--- src/rtl/counter_pkg.sv ---
// Shared mode encodings and button indices for the
// multi-mode counter.
package counter_pkg;

  typedef enum logic [1:0] {
    MANUAL    = 2'd0,
    AUTO_UP   = 2'd1,
    AUTO_DOWN = 2'd2
  } mode_e;

  localparam int BTN_INC  = 0;
  localparam int BTN_DEC  = 1;
  localparam int BTN_MODE = 2;
  localparam int BTN_CLR  = 3;

  function automatic mode_e next_mode(mode_e m);
    unique case (m)
      MANUAL:  return AUTO_UP;
      AUTO_UP: return AUTO_DOWN;
      default: return MANUAL;
    endcase
  endfunction

endpackage

--- src/rtl/tick_divider.sv ---
// Free-running divider that flags the last cycle of
// each auto-step interval while enabled.
module tick_divider #(
  parameter int CYCLES_PER_TICK = 125_000_000
) (
  input  logic clk,
  input  logic rst_n,
  input  logic enable,
  input  logic clear,
  output logic tick
);

  localparam int W = $clog2(CYCLES_PER_TICK);
  localparam logic [W-1:0] LAST = W'(CYCLES_PER_TICK - 1);

  logic [W-1:0] cnt_q;
  logic [W-1:0] cnt_d;

  assign tick = enable && (cnt_q == LAST);

  always_comb begin
    cnt_d = cnt_q + W'(1);
    if (clear || !enable || tick) begin
      cnt_d = '0;
    end
  end

  always_ff @(posedge clk or negedge rst_n) begin
    if (!rst_n) begin
      cnt_q <= '0;
    end else begin
      cnt_q <= cnt_d;
    end
  end

endmodule

--- src/rtl/multi_mode_counter.sv ---
// Up/down counter with manual button stepping and
// timed auto-up / auto-down modes.
module multi_mode_counter
  import counter_pkg::*;
#(
  parameter int WIDTH           = 4,
  parameter int CYCLES_PER_TICK = 125_000_000,
  parameter int SATURATE        = 0
) (
  input  logic             clk,
  input  logic             rst_n,
  input  logic [3:0]       buttons,
  output logic [WIDTH-1:0] count,
  output logic [1:0]       mode,
  output logic             tick,
  output logic             bound
);

  localparam logic [WIDTH-1:0] MAX = '1;

  logic [WIDTH-1:0] count_q;
  logic [WIDTH-1:0] count_d;
  mode_e            mode_q;
  mode_e            mode_d;
  logic             tick_q;
  logic             tick_d;
  logic             bound_q;
  logic             bound_d;
  logic             auto_en;
  logic             div_clr;
  logic             div_tick;
  logic             step_up;
  logic             step_dn;

  assign auto_en = (mode_q == AUTO_UP) || (mode_q == AUTO_DOWN);
  assign div_clr = buttons[BTN_MODE] | buttons[BTN_CLR];

  tick_divider #(
    .CYCLES_PER_TICK(CYCLES_PER_TICK)
  ) u_div (
    .clk   (clk),
    .rst_n (rst_n),
    .enable(auto_en),
    .clear (div_clr),
    .tick  (div_tick)
  );

  always_comb begin
    count_d = count_q;
    mode_d  = mode_q;
    tick_d  = 1'b0;
    bound_d = 1'b0;
    step_up = 1'b0;
    step_dn = 1'b0;
    if (buttons[BTN_MODE]) begin
      mode_d = next_mode(mode_q);
    end
    if (!auto_en) begin
      if (buttons[BTN_INC]) begin
        step_up = 1'b1;
      end else if (buttons[BTN_DEC]) begin
        step_dn = 1'b1;
      end else if (buttons[BTN_CLR]) begin
        count_d = '0;
      end
    end else if (buttons[BTN_CLR]) begin
      count_d = '0;
    end else if (div_tick && !buttons[BTN_MODE]) begin
      tick_d  = 1'b1;
      step_up = (mode_q == AUTO_UP);
      step_dn = (mode_q == AUTO_DOWN);
    end
    // Bound steps either wrap or clamp, and always flag.
    if (step_up) begin
      if (count_q == MAX) begin
        bound_d = 1'b1;
        count_d = (SATURATE != 0) ? MAX : '0;
      end else begin
        count_d = count_q + WIDTH'(1);
      end
    end
    if (step_dn) begin
      if (count_q == '0) begin
        bound_d = 1'b1;
        count_d = (SATURATE != 0) ? '0 : MAX;
      end else begin
        count_d = count_q - WIDTH'(1);
      end
    end
  end

  always_ff @(posedge clk or negedge rst_n) begin
    if (!rst_n) begin
      count_q <= '0;
      mode_q  <= MANUAL;
      tick_q  <= 1'b0;
      bound_q <= 1'b0;
    end else begin
      count_q <= count_d;
      mode_q  <= mode_d;
      tick_q  <= tick_d;
      bound_q <= bound_d;
    end
  end

  assign count = count_q;
  assign mode  = mode_q;
  assign tick  = tick_q;
  assign bound = bound_q;

endmodule

--- config.mk ---
export PLATFORM = sky130hd
export DESIGN_NAME = multi_mode_counter
export DESIGN_NICKNAME = d
export VERILOG_FILES = /design/src/rtl/counter_pkg.sv /design/src/rtl/tick_divider.sv /design/src/rtl/multi_mode_counter.sv
export SDC_FILE = /design/constraint.sdc
export NUM_CORES = 1
export LEC_CHECK = 0
export BUFFER_PORTS_ARGS = -buffer_cell sky130_fd_sc_hd__buf_4
export CAP_MARGIN = 20
export CORE_UTILIZATION = 50
export DETAILED_ROUTE_END_ITERATION = 7
export PLACE_DENSITY = 0.72
export SLEW_MARGIN = 25
export SYNTH_ARGS = -nofsm -noshare
export SYNTH_HDL_FRONTEND = slang
export SYNTH_SLANG_ARGS = --single-unit
export TNS_END_PERCENT = 30
--- constraint.sdc ---
create_clock -name clk -period 3 [get_ports clk]
set_input_delay 0.45 -clock clk [delete_from_list [all_inputs] [get_ports clk]]
set_output_delay 0.45 -clock clk [all_outputs]
set_load 0.05 [all_outputs]
==> metrics, run 1 <==
Synth cell types=38; top-level I/O count=14; mapped cell area=1937 sq um; post-route insts no fill=262; Residual DRC=0; syn nets=212; Worst Path Max Fanout=6; PwrDens=653.0 nW/um^2; FF-to-FF Start=u_div.cnt_q[0]; max cap viols=0; clock network power share=0.214; Comb power frac=0.376; synthesis warning total=0; DR vias=1,483; die height=~64 um; die area=between 4000 and 5000 sq um; Syn-to-layout area delta=10.72%; level count of the clock H-tree=2; Max transition margin=0.5923; Die Width=64.24 um; slack of the critical path=523.6 ps; Seq cells post-synth=35; critical path launch point=u_div.cnt_q[0]; worst skew pair latency=280 ps; Worst Setup Start Kind=flop; core area=3689 sq um; leak pwr=0.9055 nW; fraction of layout cells with a size suffix above 1=0.1121; Tot GR Track Use=0.2104; pins over their slew limit=0; CTS Buf Count=5; number of synthesized flops with an enable pin=0; WHS=about 100 ps; Post-CTS Setup Bufs=0; required time worst endpoint=3170 ps; antenna-violating nets left=0; routed wire length=3628 um; fin util=0.5814; CTS sink cnt=35; design area=between 2000 and 2500 sq um; Yosys top cell by area=dfrtp_1; row count=22; Reg area=between 800 and 900 sq um; grt total ovfl=0; largest net degree at the start of global routing=36; Worst-path clk slew=60 ps; fin nets=229; first-pass GRT wire length=6603 um; Worst Skew=3.370 ps; critical setup path kind=reg2reg; GPL Wtd Cong=0.9025; hold violation count in the final report=0; initial antenna violation count=0; # resized after CTS=0; CP arrival=2650 ps; Mean Syn Cell Area=a little under 10 sq um; area of the multi-input gates=around 1000 sq um; placed insts=~260; DR iter-0 viols=roughly 110; hold bufs inserted after CTS=0; RSZ-0062 raised after global routing=no; hpwl dp=roughly 2700 um; Peak supply drop=between 0.3 and 0.4 mV; fill cell count=325; port bufs=13; Setup TNS Final=0 ps; fmax=between 0.4 and 0.5 GHz; Synth async-reset ratio=1.000; pre-CTS setup slack=523.9 ps; Root Buffer=clkbuf_8; TritonCTS clock tree=built; share of the synthesized area in the top cell type=0.4522; Worst Hold Class=in2async; register share of total power=0.409; sequential area share after synthesis=0.4522; fin crit period=2476 ps; effective utilization at floorplan=0.5251; number of global-route vias before repair=1,430; ranking of synthesized cells by area=dfrtp_1 45%, xor2_1 6.8%, nor2_1 5.8%; TritonRoute pass-1 iters=5; sw power=0.5411 mW; period utilization=0.8255; ys flop type=dfrtp_1; Placed Area=2072 sq um; Syn Inst Count=198; WL/cell=around 14 um; crit end category=flop; Final Setup Violations=0; Longest Clk Path Bufs=2; Sw Share=0.3864; outcome=finished, final reports clean; average vias per placed instance=approximately 5.7; total power=1.400 mW; Ant. Diodes=0; worst-margin pin slew=606.8 ps; P_int=0.8593 mW
## critical path: stages, from the launching register on
cell and delay (ps):
dfrtp_1 390, ha_1 190, and3_1 310, nand3_4 120
or4_4 590, o22a_4 260, mux2_4 300, a31o_1 200
## state kept, by name, indices dropped and copies added (netlist names)
name,count
bound,1
count,4
mode,2
tick,1
u_div.cnt_q,27
## metal layers
layer | wire, um | GRT usage | vias to the layer above
met2 | 1731 | 0.3145 | 28
met4 | 47 | 0.08611 | 0
li1 | - | - | 726
met1 | 1710 | 0.2890 | 723
met5 | 0 | 0 | -
met3 | 138 | 0.05357 | 6
## power groups by stage
| stage | registers (mW) | logic (mW) | clock network [mW] |
|---|---|---|---|
| floorplan | 0.697 | 0.262 | 0 |
| global placement | 0.575 | 0.512 | 0 |
| detailed placement | 0.581 | 0.525 | 0 |
| CTS | 0.572 | 0.530 | 0.310 |
| global route | 0.581 | 0.584 | 0.336 |
| finish | 0.573 | 0.527 | 0.300 |
## cell type report
| type | count | share of cell area |
|---|---|---|
| Multi-Input combinational cell | 152 | 0.4685 |
| Sequential cell | 35 | 0.4084 |
| Timing Repair Buffer | 14 | 0.04901 |
| Clock buffer | 6 | 0.03384 |
| Tap cell | 48 | 0.02800 |
| Inverter | 7 | 0.01225 |
## cell usage in the layout (no fill, tap or decap), types with 2 or more instances in the layout
| master | instances |
|---|---|
| clkbuf_8 | 5 |
| or4_1 | 2 |
| dfrtp_1 | 35 |
| nor4b_1 | 2 |
| and4_1 | 4 |
| inv_1 | 7 |
| buf_4 | 14 |
| o22ai_1 | 2 |
| xor2_1 | 15 |
| and2_1 | 2 |
| nor2_1 | 30 |
| ha_1 | 8 |
| nand2_1 | 16 |
| nand3_1 | 11 |
| nor3_1 | 4 |
| xnor2_1 | 9 |
| nor3b_1 | 2 |
| nand4_1 | 8 |
| and3_1 | 7 |
| o22a_1 | 2 |
| o21ai_0 | 6 |
| a21oi_1 | 4 |
| a211oi_1 | 3 |
## cells in the mapped netlist, types with 2 or more instances
| library cell | n |
|---|---|
| dfrtp_1 | 35 |
| nor2_1 | 30 |
| nand2_1 | 16 |
| xor2_1 | 15 |
| nand3_1 | 11 |
| xnor2_1 | 9 |
| ha_1 | 8 |
| nand4_1 | 8 |
| and3_1 | 7 |
| inv_1 | 7 |
| o21ai_0 | 6 |
| a21oi_1 | 4 |
| and4_1 | 4 |
| nor3_1 | 4 |
| a211oi_1 | 3 |
| and2_1 | 2 |
| buf_6 | 2 |
| clkbuf_1 | 2 |
| nor3b_1 | 2 |
| nor4b_1 | 2 |
| o22a_1 | 2 |
| o22ai_1 | 2 |
| or4_1 | 2 |
## logic make-up after synthesis
| kind of cell | count (synthesis) | synth area share |
|---|---|---|
| buf+inv | 11 | 0.02907 |
| mux | 1 | 0.007750 |
| xor+xnor | 24 | 0.1085 |
| simple gates | 96 | 0.2681 |
| flops | 35 | 0.4522 |
| fa+ha+maj | 8 | 0.05168 |
| compound gates | 23 | 0.08270 |
## final timing paths
| path | to | slack (ps) | depth (start not counted) |
|---|---|---|---|
| worst max-delay path | count[2] | 520 | 7 |
| worst min-delay path | u_div.cnt_q[5] | 100 | 1 |
| worst max register to register | count[2] | 520 | 7 |
| worst min register to register | u_div.cnt_q[0] | 490 | 1 |
| max in group asynchronous | count[2] | 2590 | 1 |
| min in group clk | mode[1] | 410 | 2 |
Note: power is estimated with default switching activity, not from simulation.
==> inputs of run 2 (changes only) <==
PLACE_DENSITY = 0.75   (was 0.72)
clock period = 2.15 ns   (was 3 ns; I/O delays follow)
==> run 2 against run 1 <==
- the run now ends with negative setup slack left
- wire length grew 12%
- via count grew 6.5%
- power grew 54%
- non-clock buffer count grew 33
- critical endpoint unchanged
- largest power group is now combinational logic
==> metrics, run 2 (synthesis results as in run 1) <==
outcome=finished with violations (was finished, final reports clean); failing checks=negative setup slack; hpwl dp=2900 um (was 2664 um); die area=4127 sq um (unchanged); area of the multi-input gates=1030 sq um (was 1005 sq um); placed insts=281 (was 256); first-pass GRT wire length=6775 um (was 6603 um); TritonCTS clock tree=built (unchanged); Worst-path clk slew=70 ps (was 60 ps); met2 wire length=1860 um (was 1731 um); port bufs=13 (unchanged); initial antenna violation count=0 (unchanged); effective utilization at floorplan=0.5251 (unchanged); CP arrival=2370 ps (was 2650 ps); PwrDens=875.8 nW/um^2 (was 653.0 nW/um^2); WL/cell=13.65 um (was 13.85 um); CTS Buf Count=5 (unchanged); row count=22 (unchanged); average vias per placed instance=5.320 (was 5.660); Longest Clk Path Bufs=2 (unchanged); crit path max-delay cell type=or4_4 (unchanged); Root Buffer=clkbuf_8 (unchanged); fill cell count=288 (was 325); Setup TNS Final=-33.33 ps (was 0 ps); DR top layer=met4 (unchanged); die height=64.24 um (unchanged); max cap viols=0 (unchanged); period utilization=1.016 (was 0.8255); fin nets=262 (was 229); post-route insts no fill=297 (was 262); Residual DRC=0 (unchanged); fraction of layout cells with a size suffix above 1=0.2651 (was 0.1121); worst skew pair latency=290 ps (was 280 ps); fin crit period=2183 ps (was 2476 ps); Biggest register=u_div.cnt_q (unchanged); crit end category=flop (unchanged); crit path cell chain=nor4b_2 -> nand4_1 -> or4_4 -> o22a_4 -> mux2_4 -> a31o_1 (was ha_1 -> and3_1 -> nand3_4 -> or4_4 -> o22a_4 -> mux2_4 -> a31o_1); pins over their slew limit=0 (unchanged); required time worst endpoint=2340 ps (was 3170 ps); critical setup path kind=reg2reg (unchanged); Reg area=878.3 sq um (was 875.8 sq um); core area=3689 sq um (unchanged); leak pwr=1.096 nW (was 0.9055 nW); CTS sink cnt=35 (unchanged); Die Width=64.24 um (unchanged); number of flip-flops in the largest register=27 (unchanged); number of global-route vias before repair=1,482 (was 1,430); Worst Setup Start Kind=flop (unchanged); Max transition margin=0.6652 (was 0.5923); RSZ-0062 raised after global routing=yes (was no); worst-margin pin slew=498.4 ps (was 606.8 ps); Final Setup Violations=1 (was 0); Worst Skew=6.334 ps (was 3.370 ps); fmax=0.4580 GHz (was 0.4038 GHz); Tot GR Track Use=0.2207 (was 0.2104); met3 routed wirelength=142 um (was 138 um); M1 WL=1964 um (was 1710 um); Ant. Diodes=0 (unchanged); GPL Wtd Cong=0.8829 (was 0.9025); DR iter-0 viols=121 (was 105); grt total ovfl=0 (unchanged); largest net degree at the start of global routing=36 (unchanged); FF-to-FF setup slack=-30 ps (was 520 ps); hold violation count in the final report=0 (unchanged); top-level I/O count=14 (unchanged); routed wire length=4055 um (was 3628 um); Peak supply drop=0.5498 mV (was 0.3479 mV); Worst Hold Class=in2reg (was in2async); slack of the critical path=-33.33 ps (was 523.6 ps); slowest stage delay, CP=480 ps (was 590 ps); commonest non-fill, non-tap cell in the layout=buf_4 (was dfrtp_1); DR vias=1,580 (was 1,483); Syn-to-layout area delta=27.13% (was 10.72%); commonest cells after routing, fill and taps aside=45 x buf_4, 33 x dfrtp_1, 30 x nor2_1 (was 35 x dfrtp_1, 30 x nor2_1, 16 x nand2_1); Worst Path Max Fanout=4 (was 6); antenna-violating nets left=0 (unchanged); TritonRoute pass-1 iters=4 (was 5); level count of the clock H-tree=2 (unchanged)
==> run 2: changes by cell type in the layout (fill, tap and decap cells not counted), sizes merged <==
cell / delta
clkbuf: +2
dlygate4sd3: +1
buf: +32
==> run 2: critical path: cells and delay by family, from the launching register on <==
family	cells	cell delay (ps)
and+or+nand+nor	3	990
AOI/OAI and AO/OA	2	410
DFF	1	400
muxes	1	290
==> run 2: routing by layer <==
| metal | global-route usage | up-vias |
|---|---|---|
| li1 | - | 799 |
| met1 | 0.2860 | 750 |
| met2 | 0.3447 | 24 |
| met3 | 0.06071 | 7 |
| met4 | 0.09167 | 0 |
| met5 | 0 | - |
==> run 2: area by class of cell <==
type | instances | share of cell area
Sequential cell | 35 | 0.3567
Inverter | 7 | 0.01067
Tap cell | 48 | 0.02439
Timing Repair Buffer | 47 | 0.1494
Clock buffer | 8 | 0.04065
Multi-Input combinational cell | 152 | 0.4182
==> run 2: stage by stage <==
stage | util | total power, mW | setup WS [ps] | instance area [sq um] | hold WS (ps)
after floorplan | - | 1.343 | -102.0 | 1952 | 26.91
after global placement | 0.6201 | 1.599 | -47.52 | 2287 | 300.0
after detailed placement | 0.6201 | 1.614 | -85.65 | 2287 | 303.7
after CTS | 0.6601 | 2.151 | -21.39 | 2435 | 244.6
after global routing | 0.6676 | 2.265 | -78.01 | 2462 | 266.3
final | 0.6676 | 2.157 | -33.33 | 2462 | 253.8
==> run 2: final timing paths <==
check	startpoint	endpoint	depth (start not counted)
max in group asynchronous	rst_n	mode[1]	2
min reg2reg	u_div.cnt_q[3]	u_div.cnt_q[3]	2
max	u_div.cnt_q[10]	count[2]	6
min in group asynchronous	rst_n	u_div.cnt_q[26]	2
min	buttons[2]	mode[0]	2
max reg2reg	u_div.cnt_q[10]	count[2]	6
==> run 2: power by group <==
| part | internal (mW) | switching, mW |
|---|---|---|
| Combinational | 0.330 | 0.492 |
| Sequential | 0.718 | 0.0856 |
| Clock | 0.292 | 0.238 |
==> run 2: timing repair <==
action,in CTS,in global routing
endpoints found under the hold margin,35,0
gates resized for setup,0,3
hold buffers,1,0
endpoints found under the setup margin,4,4
pin swaps,4,0
setup buffers,5,2
